$ cat src/rtl/control_unit.sv
// Multi-cycle sequencer: owns the PC, the instruction register, the zero flag and the write-back strobe.
// Latency: 4 cycles per executed ALU instruction (FETCH/DECODE/EXEC/WB), 2 per skipped instruction or jump.
// No backpressure: ROM and register bank are assumed single-cycle; start is only honoured in IDLE/HALT.
//
// Ports:
//   clk, reset      rising-edge clock, synchronous active-high reset
//   start           level; launches a run from IDLE or restarts from HALT
//   inst            ROM data for the current address
//   alu_zero        combinational ALU zero result, latched at write-back
//   mem_en          ROM enable (FETCH only)
//   address         ROM address, equal to the PC register
//   ir              instruction register driving the interpreter
//   reg_we          register-bank write strobe (WB only)
//   halted          high while in HALT
//   state           registered FSM state
//   inst_count      retired instructions, saturating at 255
module control_unit #(
    parameter int          ADDR_W   = 4,
    parameter int          PROG_LEN = 9,
    parameter logic [3:0]  HALT_OP  = 4'hF,
    parameter logic [3:0]  JMP_OP   = 4'hE
) (
    input  logic              clk,
    input  logic              reset,
    input  logic              start,
    input  logic [15:0]       inst,
    input  logic              alu_zero,
    output logic              mem_en,
    output logic [ADDR_W-1:0] address,
    output logic [15:0]       ir,
    output logic              reg_we,
    output logic              halted,
    output logic [2:0]        state,
    output logic [7:0]        inst_count
);

    localparam logic [2:0] S_IDLE   = 3'd0;
    localparam logic [2:0] S_FETCH  = 3'd1;
    localparam logic [2:0] S_DECODE = 3'd2;
    localparam logic [2:0] S_EXEC   = 3'd3;
    localparam logic [2:0] S_WB     = 3'd4;
    localparam logic [2:0] S_HALT   = 3'd5;

    localparam logic [ADDR_W-1:0] LAST_PC    = ADDR_W'(PROG_LEN - 1);
    // One extra bit so PROG_LEN == 2**ADDR_W is representable for the jump range check.
    localparam logic [ADDR_W:0]   PROG_LEN_W = (ADDR_W + 1)'(PROG_LEN);

    logic [ADDR_W-1:0] pc;
    logic              zflag;
    logic [1:0]        cond;
    logic [3:0]        op;
    logic [ADDR_W-1:0] jmp_target;
    logic              cond_true;
    logic              target_ok;
    logic              at_last;
    logic [7:0]        count_inc;

    assign cond       = ir[15:14];
    assign op         = ir[13:10];
    assign jmp_target = ir[ADDR_W-1:0];
    assign target_ok  = ({1'b0, jmp_target} < PROG_LEN_W);
    assign at_last    = (pc == LAST_PC);
    assign count_inc  = (inst_count == 8'hFF) ? inst_count : inst_count + 8'd1;

    always_comb begin
        cond_true = 1'b0;
        case (cond)
            2'b00:   cond_true = 1'b1;
            2'b01:   cond_true = zflag;
            2'b10:   cond_true = ~zflag;
            default: cond_true = 1'b0;
        endcase
    end

    always_ff @(posedge clk) begin
        if (reset) begin
            state      <= S_IDLE;
            pc         <= '0;
            ir         <= '0;
            zflag      <= 1'b0;
            inst_count <= '0;
        end else begin
            case (state)
                S_IDLE: begin
                    if (start) state <= S_FETCH;
                end
                S_FETCH: begin
                    ir    <= inst;
                    state <= S_DECODE;
                end
                S_DECODE: begin
                    if (op == HALT_OP) begin
                        state <= S_HALT;
                    end else if (!cond_true) begin
                        // Skipped: end-of-program is tested before the increment so PC never wraps.
                        if (at_last) begin
                            state <= S_HALT;
                        end else begin
                            pc    <= pc + 1'b1;
                            state <= S_FETCH;
                        end
                    end else if (op == JMP_OP) begin
                        inst_count <= count_inc;
                        if (target_ok) begin
                            pc    <= jmp_target;
                            state <= S_FETCH;
                        end else begin
                            state <= S_HALT;
                        end
                    end else begin
                        state <= S_EXEC;
                    end
                end
                S_EXEC: begin
                    state <= S_WB;
                end
                S_WB: begin
                    zflag      <= alu_zero;
                    inst_count <= count_inc;
                    if (at_last) begin
                        state <= S_HALT;
                    end else begin
                        pc    <= pc + 1'b1;
                        state <= S_FETCH;
                    end
                end
                S_HALT: begin
                    if (start) begin
                        pc    <= '0;
                        zflag <= 1'b0;
                        state <= S_FETCH;
                    end
                end
                default: begin
                    state <= S_IDLE;
                end
            endcase
        end
    end

    // Moore outputs decoded from registered state only.
    assign mem_en  = (state == S_FETCH);
    assign reg_we  = (state == S_WB);
    assign halted  = (state == S_HALT);
    assign address = pc;

endmodule
$ cat config.mk
export PLATFORM = sky130hd
export DESIGN_NAME = control_unit
export DESIGN_NICKNAME = d
export VERILOG_FILES = /design/src/rtl/control_unit.sv
export SDC_FILE = /design/constraint.sdc
export NUM_CORES = 1
export LEC_CHECK = 0
export ABC_AREA = 0
export CORE_UTILIZATION = 49
export CTS_CLUSTER_DIAMETER = 40
export DETAILED_ROUTE_END_ITERATION = 8
export PLACE_DENSITY = 0.85
export REMOVE_ABC_BUFFERS = 1
export SYNTH_ARGS = -nofsm -noshare
export SYNTH_HDL_FRONTEND = slang
export SYNTH_SLANG_ARGS = --single-unit
$ cat constraint.sdc
create_clock -name clk -period 4.1 [get_ports clk]
set_clock_uncertainty 0.15 [all_clocks]
set_input_delay 0.82 -clock clk [delete_from_list [all_inputs] [get_ports clk]]
set_output_delay 0.82 -clock clk [all_outputs]
set_load 0.02 [all_outputs]
==> results.txt <==
Post-Route Utilization = 71.9%
Total Wirelength = 4000 microns
Fillers = 253
Slew Viols, Final = 0
Clk_lat worst skew = 340 ps
Share of layout cells above drive strength 1 = 8.94%
Post-Syn Area = 0.00165 sq mm
H-tree Lvls = 2
Detail Route Antenna Nets = 0
Synth Register Bits = 32
Antenna cells = 0
CP required = 3130 ps
Worst-Margin Slew = 1220 ps
CP endpoint kind = primary output
DRC = 0
Final Wtd Congestion = 0.864
Async set or reset register ratio after synthesis = 0%
Largest net degree at the start of global routing = 22
Max_cap viols = 0
Total grt overflow = 0
Syn avg cell area = 8.51 sq um
Post-synthesis simple-gate area fraction = 25.1%
Root Driver = clkbuf_4
F_max = 296 MHz
Clk slew on worst S/H paths = 100 ps
Die Width = 60.0 microns
Synth Flop Type = dfxtp_1
Nets = 268
Crit Path Max Fanout = 17
Instance count of the mapped netlist = 194
Via Count = 1598
Final Total Pwr = 660 uW
Power Density = 294 mW/mm^2
Min-Delay Path Class = register to register
Worst EP arrival = 2410 ps
Initial antenna violation count = 0
Detailed placement HPWL = 2850 microns
Post-CTS Hold Fix Bufs = 0
Critical path class = register to primary output
P_leak = 0.791 nW
Synth unique cells = 50
Setup violations, final = 0
Worst vdd rail ir drop = 0.000224 V
DR vias/cell = 5.51
Yosys top cell area share = 38.8%
Max layer used = met4
Core area = 0.00313 sq mm
CTS Sinks = 32
Largest family of logic cells by synthesized area = simple AND/OR/NAND/NOR gates
Outcome = finished clean
I/O Pins = 54
Synth warn = 0
PortBufs = 53
Worst hold margin = 317 ps
Routed met1 length = 1810 microns
Starting Density = 52.8%
WL met2 = 1910 microns
Synth area leader = dfxtp_1
Rel. slew slack = 17.4%
Hold Vio Cnt, Final = 0
Pre-Repair DR Iteration Count = 4
Number of DRC markers in iteration 0 = 138
Post-synthesis xor/xnor area fraction = 1.06%
CTS Buf Count = 5
First-pass GRT wire length = 6380 microns
Post-synth EDFFs = 0
Vias in the first global route = 1454
Post-route setup TNS = 0 ps
Synthesis-to-layout area growth = 36.2%
Rows = 20
Setup bufs post-CTS = 0
RSZ-0062 raised after global routing = no
Multiplexer share of the synthesized area = 6.67%
Register area share after synthesis = 38.8%
PostCTS Resize Cnt = 0
Die Ht = 60.0 microns
Avg WL per Cell = 13.8 microns
CTS tree = built
Die ar. = 0.00360 sq mm
Post-Synth Adder-Cell Area = 2.27%
Main area contributors after synthesis = dfxtp_1 (39%), nand2_1 (8.4%), a21oi_1 (5.8%), mux2_2 (3.4%), a211oi_1 (3.2%)
Met3 wire len = 205 microns
Total GRT Usage = 24.1%
Fin crit share = 82.5%
Compound-Gate Fraction of Synth Area = 21.9%
Fin crit period = 3380 ps
Crit start category = register
Clk buf depth = 2
## state kept, by name, summed over array words and instances (netlist names)
register / flops
zflag: 1
inst_count: 8
state: 3
address: 4
ir: 16
## layout make-up
class	instances	area, sq um	share of cell area, %
Multi-Input combinational cell	148	941	41.8
Sequential cell	32	641	28.5
Timing Repair Buffer	54	538	23.9
Clock buffer	8	58.8	2.62
Tap cell	44	55.1	2.45
Inverter	4	15.0	0.668
## cell families (layout without fill, tap and decap cells)
family | Yosys count | count (layout)
AND/OR/NAND/NOR | 82 | 82
multiplexers | 9 | 9
buffers and inverters | 14 | 66
flip-flops | 32 | 32
AO/OA/AOI/OAI | 52 | 52
XOR/XNOR | 2 | 2
adder cells (fa/ha/maj) | 3 | 3
## metal layers
metal,vias to the layer above,track usage [%]
li1,795,-
met1,740,30.9
met2,55,37.6
met3,8,5.41
met4,0,12.6
met5,-,0
## critical path, stage by stage, from the launching register on
cell,delay (ps)
dfxtp_1,540
nand2b_1,120
or2_2,430
clkinv_1,310
clkdlybuf4s50_1,670
## path summary, 6_finish.rpt
check                                           start                         end  slack (ps)  depth (start not counted)
worst max-delay path            state[0]$_SDFFE_PP0P_                      mem_en         720                          4
worst min-delay path               ir[7]$_SDFFE_PP0P_          ir[7]$_SDFFE_PP0P_         320                          2
worst max register to register     zflag$_SDFFE_PP0P_  inst_count[7]$_SDFFE_PP0P_        1860                          4
worst min register to register     ir[7]$_SDFFE_PP0P_          ir[7]$_SDFFE_PP0P_         320                          2
## power breakdown
part           internal [mW]  leakage (nW)  total [mW]  switching (mW)
Combinational         0.0630         0.498       0.128          0.0654
Clock                 0.0845        0.0326       0.190           0.106
Sequential             0.325         0.260       0.341          0.0167
## Yosys cell counts (all sizes together) (2+ instances only)
cell type	instances
inv	3
a21oi	19
a211oi	7
mux2i	3
nor2	10
a311oi	2
xnor2	2
dfxtp	32
or4	2
nor2b	5
o21bai	2
a32oi	2
a21o	2
clkbuf	7
nand4	2
o21ai	8
and2b	3
and3	2
nor3b	2
nand3	3
ha	3
nand3b	2
and2	2
mux2	6
nand2	37
nor4	3
buf	2
nand2b	4
## layout by cell type (no fill, tap or decap), drive strengths merged, types with 2 or more instances in the layout
cell,n
a211oi,7
a21o,2
a21oi,19
a311oi,2
a32oi,2
and2,2
and2b,3
and3,2
clkbuf,8
clkdlybuf4s50,53
dfxtp,32
ha,3
inv,3
mux2,6
mux2i,3
nand2,37
nand2b,4
nand3,3
nand3b,2
nand4,2
nor2,10
nor2b,5
nor3b,2
nor4,3
o21ai,8
o21bai,2
or4,2
xnor2,2
## stage by stage
step                std cells  cell area, sq um  setup WS [ps]
floorplan                 184              1600           1780
global placement          282              2190           1130
detailed placement        282              2190           1110
CTS                       290              2250            719
global route              290              2250            567
finish                    290              2250            718
(Power assumes the default switching activity.)
